`config.mk`:
```
export PLATFORM = sky130hd
export DESIGN_NAME = db9_joy_scanner
export DESIGN_NICKNAME = d
export VERILOG_FILES = /design/src/rtl/db9_pkg.sv /design/src/rtl/db9_debounce.sv /design/src/rtl/db9_joy_scanner.sv
export SDC_FILE = /design/constraint.sdc
export NUM_CORES = 1
export LEC_CHECK = 0
export CAP_MARGIN = 10
export CORE_UTILIZATION = 48
export CTS_CLUSTER_SIZE = 8
export DETAILED_ROUTE_END_ITERATION = 10
export GPL_TIMING_DRIVEN = 0
export PLACE_DENSITY = 0.79
export SYNTH_ARGS = -nofsm -noshare
export SYNTH_HDL_FRONTEND = slang
export SYNTH_HIERARCHICAL = 1
export SYNTH_SLANG_ARGS = --single-unit
```
`constraint.sdc`:
```
create_clock -name clk_sys -period 2.3 [get_ports clk_sys]
set_input_delay 0.575 -clock clk_sys [delete_from_list [all_inputs] [get_ports clk_sys]]
set_output_delay 0.575 -clock clk_sys [all_outputs]
set_load 0.05 [all_outputs]
```
`src/rtl/db9_pkg.sv`:
```
// Shared definitions for the DB9 user-port joystick scanner: mode and FSM
// encodings, joystick bit positions and the active-low pin remap.
package db9_pkg;

    typedef enum logic [1:0] {
        MODE_BYPASS = 2'd0,
        MODE_SINGLE = 2'd1,
        MODE_SPLIT  = 2'd2,
        MODE_SWAP   = 2'd3
    } db9_mode_e;

    typedef enum logic [2:0] {
        ST_IDLE,
        ST_SEL_A,
        ST_SAMP_A,
        ST_SEL_B,
        ST_SAMP_B,
        ST_DONE
    } db9_state_e;

    localparam int JOY_RIGHT = 0;
    localparam int JOY_LEFT  = 1;
    localparam int JOY_DOWN  = 2;
    localparam int JOY_UP    = 3;
    localparam int JOY_FIRE1 = 4;
    localparam int JOY_FIRE2 = 5;
    localparam int JOY_W     = 6;

    // User-port pins are active-low and wired in a different order to the joystick word.
    function automatic logic [JOY_W-1:0] db9_remap(input logic [7:0] user_in);
        logic [JOY_W-1:0] j;
        j[JOY_RIGHT] = ~user_in[3];
        j[JOY_LEFT]  = ~user_in[2];
        j[JOY_DOWN]  = ~user_in[1];
        j[JOY_UP]    = ~user_in[0];
        j[JOY_FIRE1] = ~user_in[4];
        j[JOY_FIRE2] = ~user_in[5];
        return j;
    endfunction

endpackage

```
`src/rtl/db9_debounce.sv`:
```
// Per-port sample debouncer: the filtered value follows the sample only after
// DEBOUNCE consecutive identical strobed samples.
module db9_debounce
    import db9_pkg::*;
#(
    parameter int unsigned DEBOUNCE = 3
) (
    input  logic             clk_i,
    input  logic             reset_i,
    input  logic             clear_i,
    input  logic             strobe_i,
    input  logic [JOY_W-1:0] sample_i,
    output logic [JOY_W-1:0] value_o
);

    localparam logic [2:0] CNT_MAX = 3'(DEBOUNCE);

    logic [2:0]       cnt_q,  cnt_d;
    logic [JOY_W-1:0] prev_q, prev_d;
    logic [JOY_W-1:0] filt_q, filt_d;

    // NOTE: every always_comb output gets a default first so no path leaves it unassigned (no latch).
    always_comb begin
        cnt_d  = cnt_q;
        prev_d = prev_q;
        filt_d = filt_q;
        if (strobe_i) begin
            if (sample_i == prev_q) begin
                if (cnt_q < CNT_MAX) cnt_d = cnt_q + 3'd1;
            end else begin
                cnt_d  = 3'd1;
                prev_d = sample_i;
            end
            if (cnt_d == CNT_MAX) filt_d = sample_i;
        end
    end

    // NOTE: state registers use non-blocking assignments so all flops update together at the edge.
    always_ff @(posedge clk_i) begin
        if (reset_i) begin
            cnt_q  <= '0;
            prev_q <= '0;
            filt_q <= '0;
        end else if (clear_i) begin
            cnt_q  <= '0;
        end else begin
            cnt_q  <= cnt_d;
            prev_q <= prev_d;
            filt_q <= filt_d;
        end
    end

    assign value_o = filt_q;

endmodule

```
`src/rtl/db9_joy_scanner.sv`:
```
// Scheduled DB9 joystick scanner: drives the splitter select, samples USER_IN
// after a settle delay, debounces each port and merges it into the HPS joystick words.
module db9_joy_scanner
    import db9_pkg::*;
#(
    parameter logic [15:0] SCAN_DIV = 16'd48000,
    parameter logic [7:0]  SETTLE   = 8'd96,
    parameter int unsigned DEBOUNCE = 3
) (
    input  logic        clk_sys,
    input  logic        reset,
    input  logic        enable,
    input  logic [1:0]  mode,
    input  logic [7:0]  USER_IN,
    output logic [1:0]  USER_OUT,
    input  logic [31:0] joy_hps_0,
    input  logic [31:0] joy_hps_1,
    output logic [31:0] joystick_0,
    output logic [31:0] joystick_1,
    output logic        frame_done
);

    db9_state_e       state_q;
    db9_mode_e        mode_q;
    logic [15:0]      div_q;
    logic [7:0]       cnt_q;
    logic             sel_q;
    logic             done_q;
    logic             div_tc;
    logic             settle_done;
    logic [JOY_W-1:0] pins;
    logic [JOY_W-1:0] filt_a, filt_b;
    logic [JOY_W-1:0] db_a_q, db_a_d, db_b_q, db_b_d;
    logic [31:0]      joy0_q, joy1_q;

    assign div_tc      = enable && (div_q == SCAN_DIV - 16'd1);
    // SEL states last max(SETTLE, 1) cycles.
    assign settle_done = ({1'b0, cnt_q} + 9'd1) >= {1'b0, SETTLE};
    assign pins        = db9_remap(USER_IN);

    always_ff @(posedge clk_sys) begin
        if (reset || !enable) div_q <= '0;
        else if (div_tc)      div_q <= '0;
        else                  div_q <= div_q + 16'd1;
    end

    always_ff @(posedge clk_sys) begin
        if (reset) begin
            state_q <= ST_IDLE;
            mode_q  <= MODE_BYPASS;
            cnt_q   <= '0;
            sel_q   <= 1'b1;
            done_q  <= 1'b0;
        end else if (!enable) begin
            state_q <= ST_IDLE;
            mode_q  <= db9_mode_e'(mode);
            cnt_q   <= '0;
            sel_q   <= 1'b1;
            done_q  <= 1'b0;
        end else begin
            done_q <= 1'b0;
            case (state_q)
                ST_IDLE: begin
                    // Mode tracks the input while idle and freezes for the duration of a frame.
                    mode_q <= db9_mode_e'(mode);
                    if (div_tc && db9_mode_e'(mode) != MODE_BYPASS) begin
                        state_q <= ST_SEL_A;
                        cnt_q   <= '0;
                        sel_q   <= (db9_mode_e'(mode) == MODE_SINGLE);
                    end
                end
                ST_SEL_A: begin
                    if (settle_done) state_q <= ST_SAMP_A;
                    else             cnt_q   <= cnt_q + 8'd1;
                end
                ST_SAMP_A: begin
                    if (mode_q == MODE_SINGLE) begin
                        state_q <= ST_DONE;
                        done_q  <= 1'b1;
                    end else begin
                        state_q <= ST_SEL_B;
                        cnt_q   <= '0;
                        sel_q   <= 1'b1;
                    end
                end
                ST_SEL_B: begin
                    if (settle_done) state_q <= ST_SAMP_B;
                    else             cnt_q   <= cnt_q + 8'd1;
                end
                ST_SAMP_B: begin
                    state_q <= ST_DONE;
                    done_q  <= 1'b1;
                end
                default: state_q <= ST_IDLE;
            endcase
        end
    end

    db9_debounce #(.DEBOUNCE(DEBOUNCE)) u_deb_a (
        .clk_i    (clk_sys),
        .reset_i  (reset),
        .clear_i  (!enable),
        .strobe_i (state_q == ST_SAMP_A),
        .sample_i (pins),
        .value_o  (filt_a)
    );

    db9_debounce #(.DEBOUNCE(DEBOUNCE)) u_deb_b (
        .clk_i    (clk_sys),
        .reset_i  (reset),
        .clear_i  (!enable),
        .strobe_i (state_q == ST_SAMP_B),
        .sample_i (pins),
        .value_o  (filt_b)
    );

    // DB9 contribution is snapshotted at frame end; HPS words still flow every cycle.
    always_comb begin
        db_a_d = db_a_q;
        db_b_d = db_b_q;
        if (mode_q == MODE_BYPASS) begin
            db_a_d = '0;
            db_b_d = '0;
        end else if (state_q == ST_DONE) begin
            case (mode_q)
                MODE_SINGLE: begin db_a_d = filt_a; db_b_d = '0;     end
                MODE_SPLIT:  begin db_a_d = filt_a; db_b_d = filt_b; end
                MODE_SWAP:   begin db_a_d = filt_b; db_b_d = filt_a; end
                default:     begin db_a_d = '0;     db_b_d = '0;     end
            endcase
        end
    end

    always_ff @(posedge clk_sys) begin
        if (reset) begin
            db_a_q <= '0;
            db_b_q <= '0;
            joy0_q <= '0;
            joy1_q <= '0;
        end else begin
            db_a_q <= db_a_d;
            db_b_q <= db_b_d;
            joy0_q <= joy_hps_0 | {26'b0, db_a_d};
            joy1_q <= joy_hps_1 | {26'b0, db_b_d};
        end
    end

    assign USER_OUT   = {1'b1, sel_q};
    assign joystick_0 = joy0_q;
    assign joystick_1 = joy1_q;
    assign frame_done = done_q;

endmodule

```
==> summary.log <==
INFO  synthesis      synth_top_cells_by_count=dfxtp_1 (137), nor2b_1 (52), nand2b_1 (40)
INFO  worst_setup_path setup.worst_path.end_class=output pin
INFO  worst_setup_path timing.setup.critical_path_class=flop to output pin
INFO  clock_network  htree_num_levels=4
INFO  grt            grt_pass1_vias=4453
INFO  drt            drtPass1Iterations=6
INFO  worst_setup_path crit_arrival=1670ps
INFO  worst_setup_path critPathMaxStageDelay=840ps
INFO  floorplan      dieWidth=107um
INFO  worst_setup_path path_cells=clkdlybuf4s50_1
INFO  clock_network  clk_transition_reported_paths=60ps
INFO  worst_setup_path crit_required=1730ps
INFO  synthesis      syn_nets=618
INFO  timing         finClkSkew=5.30ps
INFO  drt            wl=12100um
INFO  min_path       hold_depth=1
INFO  timing         report.final.hold_viol_count=0
INFO  synthesis      synth.yosys.warnings=6
INFO  grt            global_route.usage.total=0.226
INFO  floorplan      floorplan.io_pins=144
INFO  power_and_ir_drop static_power_due_to_leakage=2.88nW
INFO  grt            grt_pass1_wl=20100um
INFO  floorplan      die_area=0.0116mm^2
INFO  grt            global_route.overflow_total=0
INFO  floorplan      floorplan.initialDensity=0.493
INFO  synthesis      synth-seq-area-share=0.514
INFO  synthesis      synth_flop_cell=dfxtp_1
INFO  drt            m1WireLength=4930um
INFO  clock_network  cts_inserted_buffers=17
INFO  timing         finalSetupTns=0ps
INFO  timing         timing.slew.headroom=0.621
INFO  synthesis      syn_avg_cell_area=10.0um^2
INFO  clock_network  cts-hold-fix-buffers=0
INFO  drt            wl_per_cell=14.4um
INFO  timing         timing.final.setup_violations=0
INFO  floorplan      die_height=107um
INFO  synthesis      netlist_instances=533
INFO  job            cap_viol_max_count=0
INFO  min_path       worstHoldPathType=flop to flop
INFO  timing         holdWs=471ps
INFO  drt            detailroute.via_count=4263
INFO  worst_setup_path crit_buf_inv=1
INFO  synthesis      synth_enable_flop_cells=0
INFO  final_layout   finalNetCount=777
INFO  synthesis      synth_area=0.00534mm^2
INFO  drt            routed-wl-met2=6130um
INFO  synthesis      yosys.cell_types.count=53
INFO  worst_setup_path crit_path_top_delay_cell=clkdlybuf4s50_1
INFO  final_layout   multi_input_area=0.00247mm^2
INFO  clock_network  postCtsSetupBuffers=0
INFO  drt            route.antenna.remaining_nets=0
INFO  synthesis      leading_cell_types_by_total_area_after_synthesis=dfxtp_1 (51%), nor2b_1 (6.1%), mux2i_1 (4.7%), nand2b_1 (4.7%), xor2_1 (3.8%)
INFO  worst_setup_path family_of_cells_with_the_greatest_summed_delay_on_the_critical_path=buffers and inverters
INFO  min_path       min_to=div_q[0]$_SDFF_PP0_
INFO  place          place_congestion=0.766
INFO  worst_setup_path reg2regPathDepth=6
INFO  grt            grt_max_degree=17
INFO  clock_network  max-clock-path-buffers=2
INFO  timing         worst-slew-pin-transition=567ps
INFO  timing         unrepaired_setup_endpoints_after_global_routing=false
INFO  final_layout   proportion_of_layout_cells_with_a_drive_suffix_above_1=0.0709
INFO  synthesis      synth_compound_area_frac=0.126
INFO  synthesis      synth_seq_cells=137
INFO  synthesis      synthDominantCellAreaShare=0.514
INFO  synthesis      async_flop_share=0
INFO  clock_network  cts_sinks=137
INFO  drt            dr_wl_met3=903um
INFO  clock_network  cts_tree=done
INFO  synthesis      synthMostInstantiatedCell=dfxtp_1
INFO  min_path       hold_start=div_q[0]$_SDFF_PP0_
INFO  outcome        status=complete, no violations
INFO  place          port_buffers=140
INFO  floorplan      fp-row-count=38
INFO  power_and_ir_drop powerDensity=728mW/mm^2
INFO  timing         clock.fmax=446MHz
INFO  grt            grt_antenna_before_repair=0
INFO  clock_network  clkLatencyLatePin=520ps
INFO  timing         timing.final.max_slew_violations=0
INFO  worst_setup_path worstReg2RegStart=cnt_q[0]$_SDFFE_PP0P_
INFO  power_and_ir_drop peakVddDrop=0.000549V
INFO  synthesis      dominant_combinational_cell_family_by_area_after_synthesis=simple AND/OR/NAND/NOR gates
INFO  timing         min_period_over_period=0.975
INFO  worst_setup_path worst_r2r_endpoint=cnt_q[2]$_SDFFE_PP0P_
INFO  synthesis      synth_mux_area_frac=0.0469
INFO  place          place.detailed.hpwl=9070um
INFO  drt            residual_drc_count=0
INFO  floorplan      fp.coreArea=0.0108mm^2
INFO  drt            top_routing_layer_used=met4
INFO  final_layout   sequential_cell_area=0.00274mm^2
INFO  synthesis      synth_area_leader_cell=dfxtp_1
INFO  drt            drt_first_iter_violations=209
INFO  synthesis      post_synth_xor_area_fraction=0.0459
INFO  synthesis      synth_fa_ha_area_frac=0.0187
INFO  worst_setup_path reg2reg_slack=120ps
INFO  clock_network  ctsRootBufferMaster=clkbuf_8
INFO  worst_setup_path sort_of_element_at_the_start_of_the_critical_path=flop
INFO  final_layout   fillerInstances=838
INFO  drt            route.detailed.vias_per_inst=5.04
INFO  final_layout   area_delta_synth_final=39.7%
INFO  worst_setup_path critical_path_peak_fanout=1
INFO  final_layout   antenna_cells=0
INFO  timing         min_period=2240ps
INFO  synthesis      synthSimpleGateAreaFrac=0.218
flip-flops by register name, summed over array words and instances (netlist names):
name / flops
cnt_q: 8
db_a_q: 6
db_b_q: 6
div_q: 16
frame_done: 1
joystick_0: 32
joystick_1: 32
mode_q: 2
sel_q: 1
state_q: 3
u_deb_a/cnt_q: 3
u_deb_a/prev_q: 6
u_deb_a/value_o: 6
u_deb_b/cnt_q: 3
u_deb_b/prev_q: 6
u_deb_b/value_o: 6
power breakdown:
group          switching (mW)  total [mW]  internal, mW
clock                    1.01        2.35          1.34
sequential             0.0194        2.46          2.44
combinational           0.361       0.630         0.269
stage by stage:
stage,utilization,std cells,worst slack [ps],total power [mW],area [um^2]
after detailed placement,0.638,813,-669,3.14,6920
after global routing,0.688,845,13.2,5.61,7460
final,0.688,845,58.5,5.44,7460
after global placement,0.638,813,-554,3.13,6920
after floorplan,-,533,363,2.86,5340
after CTS,0.686,845,19.7,5.48,7440
worst max path at each step:
| stage | from | endpoint | slack (ps) | cells after the start |
|---|---|---|---|---|
| 3_5_place_dp | enable | cnt_q[6]$_SDFFE_PP0P_ | -670 | 7 |
| 6_report | joystick_1[26]$_SDFF_PP0_ | joystick_1[26] | 60 | 1 |
| 3_3_place_gp | enable | cnt_q[6]$_SDFFE_PP0P_ | -550 | 7 |
| 5_1_grt | joystick_1[26]$_SDFF_PP0_ | joystick_1[26] | 10 | 1 |
| 2_1_floorplan | state_q[1]$_SDFFE_PP0P_ | u_deb_a/value_o[0]$_SDFFE_PP0P_ | 360 | 6 |
| 4_1_cts | joystick_1[28]$_SDFF_PP0_ | joystick_1[28] | 20 | 1 |
cell families after synthesis:
family,Yosys count
multiplexers,25
AND/OR/NAND/NOR,201
other,1
buffers and inverters,41
AO/OA/AOI/OAI,92
flip-flops,137
adder cells (fa/ha/maj),8
XOR/XNOR,28
cell usage in the layout (no fill, tap or decap), types with 4 or more instances in the layout:
master           netlist  routed
dfxtp_1              137     137
clkdlybuf4s50_1        0     139
clkbuf_16              0      16
xnor2_1                5       5
o22ai_1                4       4
a21o_1                12      12
a21oi_1               14      13
clkinvlp_4             0       6
a31oi_1                5       5
nand2_1               25      25
nand2b_1              40      40
inv_1                 20      20
mux2i_1               25      25
clkinv_2               0       5
clkbuf_1              18      19
nor2_1                38      37
o211ai_1               4       4
ha_1                   8       8
xor2_1                23      23
nor3_1                 7       7
nor2b_1               52      52
o21ai_0                7       7
and3_1                 5       5
nand3_1               10      10
a22oi_1               14      14
a211oi_1              13      13
final cells by class:
cell class                 count  share of cell area
multi-input combinational    355               0.330
tap                          140              0.0235
sequential                   137               0.368
clock inverter                12              0.0106
timing repair buffer         140               0.188
inverter                      20              0.0101
clock buffer                  20              0.0584
buffer                        21              0.0119
layer usage:
layer	GRT usage	vias up
met5	0	-
met4	0.0871	0
met3	0.0817	16
met2	0.402	138
met1	0.245	1960
li1	-	2149
repair_timing:
item / in CTS / in global routing
resized for setup: 3 / 6
endpoints found under the hold margin: 0 / 0
endpoints found under the setup margin: 12 / 19
pin swaps: 0 / 0
No activity file was read; power rests on OpenSTA's default activity.
